<file path="config.mk">
export PLATFORM = sky130hd
export DESIGN_NAME = seg_bus_scanner
export DESIGN_NICKNAME = d
export VERILOG_FILES = /design/src/rtl/seg_bus_scanner_pkg.sv /design/src/rtl/seg_bus_scanner_slot_decoder.sv /design/src/rtl/seg_bus_scanner.sv
export SDC_FILE = /design/constraint.sdc
export NUM_CORES = 1
export LEC_CHECK = 0
export BUFFER_PORTS_ARGS = -buffer_cell sky130_fd_sc_hd__buf_4
export CAP_MARGIN = 25
export CORE_ASPECT_RATIO = 1.4
export CORE_MARGIN = 5
export CORE_UTILIZATION = 57
export CTS_BUF_LIST = sky130_fd_sc_hd__clkbuf_8 sky130_fd_sc_hd__clkbuf_16
export DETAILED_ROUTE_END_ITERATION = 12
export GPL_TIMING_DRIVEN = 0
export PLACE_DENSITY = 0.84
export SKIP_LAST_GASP = 1
export SLEW_MARGIN = 20
export SYNTH_ARGS = -nofsm -noshare
export SYNTH_HDL_FRONTEND = slang
export SYNTH_SLANG_ARGS = --single-unit
</file>
<file path="constraint.sdc">
create_clock -name clk -period 4.53 [get_ports clk]
set_input_delay 1.359 -clock clk [delete_from_list [all_inputs] [get_ports clk]]
set_output_delay 1.359 -clock clk [all_outputs]
set_load 0.1 [all_outputs]
</file>
<file path="src/rtl/seg_bus_scanner_pkg.sv">
// Shared types and constants for the segment-bus scanner.
package seg_bus_scanner_pkg;

  typedef enum logic [1:0] {
    IDLE,
    ENABLE,
    GAP
  } scan_state_t;

  // Sized for the largest supported bus; users slice off the low N_SRC bits.
  localparam int unsigned          MAX_SRC = 32;
  localparam logic [MAX_SRC-1:0]   ALL_OFF = '1;

endpackage

</file>
<file path="src/rtl/seg_bus_scanner_slot_decoder.sv">
// Slot index + active flag to one-hot active-low source enables (combinational).
module seg_slot_decoder #(
  parameter int unsigned N_SRC = 4,
  parameter int unsigned SW    = 2
) (
  input  logic [SW-1:0]    slot,
  input  logic             active,
  output logic [N_SRC-1:0] oe_n
);

  always_comb begin
    oe_n = '1;
    for (int unsigned i = 0; i < N_SRC; i++) begin
      if (active && (slot == SW'(i))) oe_n[i] = 1'b0;
    end
  end

endmodule

</file>
<file path="src/rtl/seg_bus_scanner.sv">
// Time-multiplexed reader for a shared tri-state segment bus: scans sources
// one at a time with break-before-make gaps and captures each into a bank.
module seg_bus_scanner
  import seg_bus_scanner_pkg::*;
#(
  parameter int unsigned N_SRC = 4,
  parameter int unsigned W     = 7,
  parameter int unsigned DWELL = 3
) (
  input  logic                     clk,
  input  logic                     rst_n,
  input  logic                     en,
  input  logic [W-1:0]             bus_in,
  output logic [N_SRC-1:0]         oe_n,
  output logic [$clog2(N_SRC)-1:0] slot,
  output logic [N_SRC*W-1:0]       cap_data,
  output logic [N_SRC-1:0]         cap_valid,
  output logic                     frame_done
);

  localparam int unsigned      SW  = $clog2(N_SRC);
  localparam int unsigned      CW  = $clog2(DWELL);
  localparam logic [N_SRC-1:0] OFF = ALL_OFF[N_SRC-1:0];

  scan_state_t      state_q, state_d;
  logic [SW-1:0]    slot_d;
  logic [CW-1:0]    cnt_q, cnt_d;
  logic             capture;
  logic [N_SRC-1:0] oe_d;

  always_comb begin
    state_d = state_q;
    slot_d  = slot;
    cnt_d   = cnt_q;
    capture = 1'b0;
    case (state_q)
      IDLE: begin
        if (en) begin
          state_d = ENABLE;
          slot_d  = '0;
          cnt_d   = '0;
        end
      end
      ENABLE: begin
        // Abort wins over the final dwell cycle: no capture when en drops.
        if (!en) begin
          state_d = IDLE;
          slot_d  = '0;
          cnt_d   = '0;
        end else if (cnt_q == CW'(DWELL - 1)) begin
          capture = 1'b1;
          state_d = GAP;
          cnt_d   = '0;
        end else begin
          cnt_d = cnt_q + CW'(1);
        end
      end
      GAP: begin
        cnt_d = '0;
        if (en) begin
          state_d = ENABLE;
          slot_d  = (slot == SW'(N_SRC - 1)) ? '0 : slot + SW'(1);
        end else begin
          state_d = IDLE;
          slot_d  = '0;
        end
      end
      default: begin
        state_d = IDLE;
        slot_d  = '0;
        cnt_d   = '0;
      end
    endcase
  end

  // Decode from next-state values so oe_n comes straight off a flop.
  seg_slot_decoder #(
    .N_SRC (N_SRC),
    .SW    (SW)
  ) u_dec (
    .slot   (slot_d),
    .active (state_d == ENABLE),
    .oe_n   (oe_d)
  );

  always_ff @(posedge clk or negedge rst_n) begin
    if (!rst_n) begin
      state_q    <= IDLE;
      slot       <= '0;
      cnt_q      <= '0;
      oe_n       <= OFF;
      cap_data   <= '0;
      cap_valid  <= '0;
      frame_done <= 1'b0;
    end else begin
      state_q    <= state_d;
      slot       <= slot_d;
      cnt_q      <= cnt_d;
      oe_n       <= oe_d;
      cap_valid  <= '0;
      frame_done <= 1'b0;
      if (capture) begin
        cap_data[int'(slot)*W +: W] <= bus_in;
        cap_valid[slot]             <= 1'b1;
        frame_done                  <= (slot == SW'(N_SRC - 1));
      end
    end
  end

endmodule

</file>
==> results of run 1 <==
-- per-stage QoR --
step | std cells | area, sq um
CTS | 289 | 2560
global route | 289 | 2560
detailed placement | 281 | 2450
global placement | 281 | 2450
finish | 289 | 2560
floorplan | 193 | 2040
-- power by group --
part           internal (uW)  total [uW]  switching, uW
Sequential               400         416           16.2
Clock                    162         290            128
Combinational           54.5         272            217
Total                    616         978            362
-- placed cells by master (no fill, tap or decap), types with 2 or more instances in the layout --
master,netlist,routed
buf_4,2,50
o21ai_1,2,2
dfrtp_1,38,38
dfstp_2,4,4
nand3_1,2,2
and3b_1,2,2
nand4b_1,5,5
nor2b_1,2,2
clkbuf_8,0,5
mux2i_1,15,15
nor2_1,4,4
clkbuf_1,2,2
o31ai_1,14,14
nand2_1,31,31
buf_2,8,8
ha_1,7,7
and2_1,4,4
nor3b_2,3,3
o21ai_0,15,15
clkinv_2,0,2
inv_1,17,17
-- state kept, by name, indices dropped and copies added, names as in the netlist --
name	flops
cnt_q	2
cap_data	28
oe_n	4
state_q	2
cap_valid	4
slot	2
-- kinds of logic after synthesis --
family          synth area share (%)
xor+xnor                       0.430
mux                             7.37
simple gates                    18.9
flops                           51.8
fa+ha+maj                       4.30
compound gates                  11.0
buf+inv                         6.20
-- area by class of cell --
class	instances	area (sq um)	area share, %
Tap cell	40	50.0	1.96
Inverter	17	63.8	2.50
Clock inverter	3	40.0	1.57
Multi-Input combinational cell	122	855	33.4
Sequential cell	42	1060	41.3
Clock buffer	5	68.8	2.69
Timing Repair Buffer	48	360	14.1
Buffer	12	62.6	2.45
-- worst paths after layout --
check	end	slack [ns]	from
max reg2reg	cap_data[23]	2.46	slot[0]
min in group asynchronous	cap_data[22]	1.04	rst_n
max	slot[1]	2.00	slot[1]
max in group asynchronous	oe_n[1]	3.11	rst_n
min	cap_data[26]	0.51	cap_data[26]
min reg2reg	cap_data[26]	0.51	cap_data[26]
-- routing by layer --
layer / part of all wire, % / wire length, um / vias up
li1: - / - / 762
met1: 40 / 1860 / 773
met2: 51 / 2350 / 53
met3: 6.4 / 297 / 11
met4: 3.0 / 138 / 0
met5: 0 / 0 / -
==> run summary, run 1 <==
Status: finished clean
Final worst slack: 2.00 ns
Register area share after synthesis: 51.8%
Peak supply drop: 0.341 mV
Arrival @ worst endpoint: 1.17 ns
Core area: 3410 sq um
CTS max path bufs: 2
DR pass1 iterations: 4
Avg Cell Area, Syn: 10.6 sq um
Pins Over Slew Limit: 0
Initial antenna violation count: 0
Startpoint Class: flop
Layout cells sized above 1: 31.7%
Dpl ws: 2.12 ns
Vias per cell: 5.53
Worst hold path depth: 2
Commonest cells in the netlist: dfrtp_1, nand2_1, inv_1
Hold Buf Count CTS: 0
Cts repair resizes: 0
GRT met3 Usage: 4.93%
Hold crit path type: reg2reg
Area contributors post-synth: dfrtp_1, mux2i_1, nand2_1
Clock root buffer: clkbuf_8
Slew at the pin closest to its max-slew limit: 0.525 ns
Clock-pin slew on the worst setup and hold paths: 0.08 ns
Clk Latency, worst-skew pair: 0.30 ns
Crit Path Max Fanout: 8
Met2 global-route usage: 34.5%
CP Depth: 1
Fin. Hold Viols: 0
Final WL: 4.65 mm
Die area: 4890 sq um
Number of synthesized flops with an enable pin: 0
Critical path's top delay family: flip-flops
Most Crowded Layer GR: met2
Port bufs: 48
Starting density of the core: 59.7%
Number of global-route vias before repair: 1,566
Post-route clock period utilization: 55.8%
Die H: 80.7 um
Layout filler cell count: 257
Ys async rst share: 100%
Synth unique cells: 35
Max stage delay on crit path: 0.52 ns
Most common cell in the netlist: dfrtp_1
Postcts setup bufs: 0
Minimum clock period: 2.53 ns
Post-Route Skew: 0.00529 ns
Synth warn: 0
Clock sinks: 42
Vias: 1,599
Register bit total from synthesis: 42
Relative slew slack: 65.0%
PD cells: 383 nW/um^2
Worst reg2reg path depth: 6
Chip Width: 60.5 um
Post-route DRC violation count: 0
GR Layer Usage met1: 26.5%
Pin count of the biggest net entering global routing: 43
Mapped Area: 2040 sq um
GPL Wtd Cong: 0.805
Iteration-0 DRC Markers: 37
Syn nets: 210
Crit-path cells: buf_4
Peak Freq: 396 MHz
Lkg Pwr: 0.00120 uW
Top cell type's share of synthesized area: 46.7%
Wire length per cell: 16.1 um
CP endpoint kind: output port
Area leader, netlist: dfrtp_1
CTS tree: built
Routed Antenna Nets: 0
RSZ-0062 raised after global routing: no
IO Pins: 49
Total chip power: 978 uW
Rows: 25
WHS: 0.513 ns
Post-route setup TNS: 0 ns
Slowest-stage cell, CP: dfrtp_1
Num CTS Buffers: 5
Inserted Diodes: 0
NumNets Final: 265
Worst endpoint required time: 3.17 ns
Max_cap viols: 0
Critical path class: reg2out
Total grt overflow: 0
Cells after synthesis: 193
Top_reg_cell synth: dfrtp_1
Detailed placer's ending HPWL: 3.37 mm
Area grow syn2layout: 25.5%
Fin util: 75.0%
Final setup vio count: 0
Total track usage: 21.3%
First-pass GRT wire length: 7.68 mm
CTS H-tree lvls: 2
CP Buf/Inv Count: 1
No activity file was read; power rests on OpenSTA's default activity.
==> inputs of run 2 (changes only) <==
--- a/config.mk
+++ b/config.mk
@@ -9,11 +9,11 @@
 export CAP_MARGIN = 25
 export CORE_ASPECT_RATIO = 1.4
 export CORE_MARGIN = 5
-export CORE_UTILIZATION = 57
+export CORE_UTILIZATION = 48
 export CTS_BUF_LIST = sky130_fd_sc_hd__clkbuf_8 sky130_fd_sc_hd__clkbuf_16
 export DETAILED_ROUTE_END_ITERATION = 12
 export GPL_TIMING_DRIVEN = 0
-export PLACE_DENSITY = 0.84
+export PLACE_DENSITY = 0.76
 export SKIP_LAST_GASP = 1
 export SLEW_MARGIN = 20
 export SYNTH_ARGS = -nofsm -noshare
==> constraint.sdc (replaced) <==
create_clock -name clk -period 2.3 [get_ports clk]
set_input_delay 0.69 -clock clk [delete_from_list [all_inputs] [get_ports clk]]
set_output_delay 0.69 -clock clk [all_outputs]
set_load 0.1 [all_outputs]
==> run summary, run 2 (synthesis gave the netlist of run 1 again) <==
Pin count of the biggest net entering global routing: 43
PD cells: 744 nW/um^2
Chip Width: 65.1 um
Hold crit path type: in2async
Fin util: 61.4%
Detailed placer's ending HPWL: 3.27 mm
Sw Ratio: 36.5%
Status: finished clean
Postcts setup bufs: 0
Peak Freq: 497 MHz
WL met1: 1.79 mm
Clock power share: 29.4%
Max_cap viols: 0
Post-Route Skew: 0.0101 ns
Post-route setup TNS: 0 ns
Die area: 5660 sq um
Die H: 87.1 um
Sw Pwr: 696 uW
Seq pwr share: 42.7%
Vias per cell: 5.35
Clock sinks: 42
Area grow syn2layout: 25.7%
Final setup vio count: 0
CTS tree: built
Comb pwr share: 28.0%
Minimum clock period: 2.01 ns
Lkg Pwr: 0.00121 uW
Critical path class: reg2reg
Fin. Hold Viols: 0
Most flops, register: cap_data
Rows: 28
Startpoint Class: flop
Cts repair resizes: 0
Clk Latency, worst-skew pair: 0.29 ns
Post-route DRC violation count: 0
Crit Path Max Fanout: 9
Clock-pin slew on the worst setup and hold paths: 0.08 ns
Iteration-0 DRC Markers: 94
Relative slew slack: 65.2%
Vias: 1,572
Peak supply drop: 0.408 mV
Starting density of the core: 48.9%
Inserted Diodes: 0
Wire length per cell: 15.0 um
RSZ-0062 raised after global routing: no
Largest register FFs: 28
Core area: 4170 sq um
DP Area: 2450 sq um
Final non-filler cell area: 2560 sq um
Port bufs: 48
Commonest non-fill, non-tap cell in the layout: buf_4
Arrival @ worst endpoint: 2.21 ns
WHS: 0.368 ns
WL met2: 2.25 mm
Hold Buf Count CTS: 0
Total grt overflow: 0
GPL Wtd Cong: 0.803
IO Pins: 49
Layout cells sized above 1: 31.3%
Biggest regs: cap_data x28, cap_valid x4, oe_n x4
Most frequent cells in the layout: buf_4, dfrtp_1, nand2_1
Met3 wire length: 258 um
CTS max path bufs: 2
Worst endpoint required time: 2.50 ns
Routed Antenna Nets: 0
Pins Over Slew Limit: 0
CP endpoint kind: flop
Initial antenna violation count: 0
First-pass GRT wire length: 7.29 mm
Number of global-route vias before repair: 1,577
Int Pwr: 1210 uW
Clock root buffer: clkbuf_8
DR top layer: met4
Slew at the pin closest to its max-slew limit: 0.523 ns
NumNets Final: 265
CTS H-tree lvls: 2
Total track usage: 16.9%
Num CTS Buffers: 5
Final WL: 4.40 mm
Reg2Reg Setup Slack: 0.29 ns
DR pass1 iterations: 4
Post-route clock period utilization: 87.5%
[run 2: final timing paths]
check | startpoint | end | cells after the start
setup / recovery | slot[0] | cap_data[3] | 6
hold / removal | rst_n | slot[1] | 1
setup reg to reg | slot[0] | cap_data[3] | 6
hold reg to reg | cap_data[1] | cap_data[1] | 2
max in group asynchronous | rst_n | slot[0] | 1
min in group clk | cap_data[1] | cap_data[1] | 2
[run 2: worst max-delay path, stage by stage (launching register included)]
cell	delay [ns]
dfrtp_2	0.41
buf_2	0.21
inv_1	0.12
ha_1	0.41
nor3b_2	0.46
nand2_1	0.10
o31ai_1	0.21
[run 2: cell type report]
cell class,instances,area [sq um]
buffer,12,62.6
clock buffer,5,68.8
clock inverter,3,37.5
fill,380,1610
inverter,17,63.8
multi-input combinational,122,855
sequential,42,1060
tap,45,56.3
timing repair buffer,48,360
[run 2: power groups by stage]
stage	logic (uW)	clock network, uW	registers [uW]
after CTS	537	567	814
after global routing	552	609	820
after global placement	532	0	827
after floorplan	80.0	0	1150
after detailed placement	536	0	828
final	533	560	813
[run 2: routing by layer]
| layer | global-route usage, % | vias up |
|---|---|---|
| li1 | - | 761 |
| met1 | 19.8 | 762 |
| met2 | 29.3 | 42 |
| met3 | 4.52 | 7 |
| met4 | 6.23 | 0 |
| met5 | 0 | - |
[run 2: per-stage QoR]
stage	power, uW	setup slack, ns	std cells
final	1910	0.289	294
after global routing	1980	0.0960	294
after CTS	1920	0.273	294
after detailed placement	1360	0.294	286
after global placement	1360	0.326	286
after floorplan	1230	0.0148	193
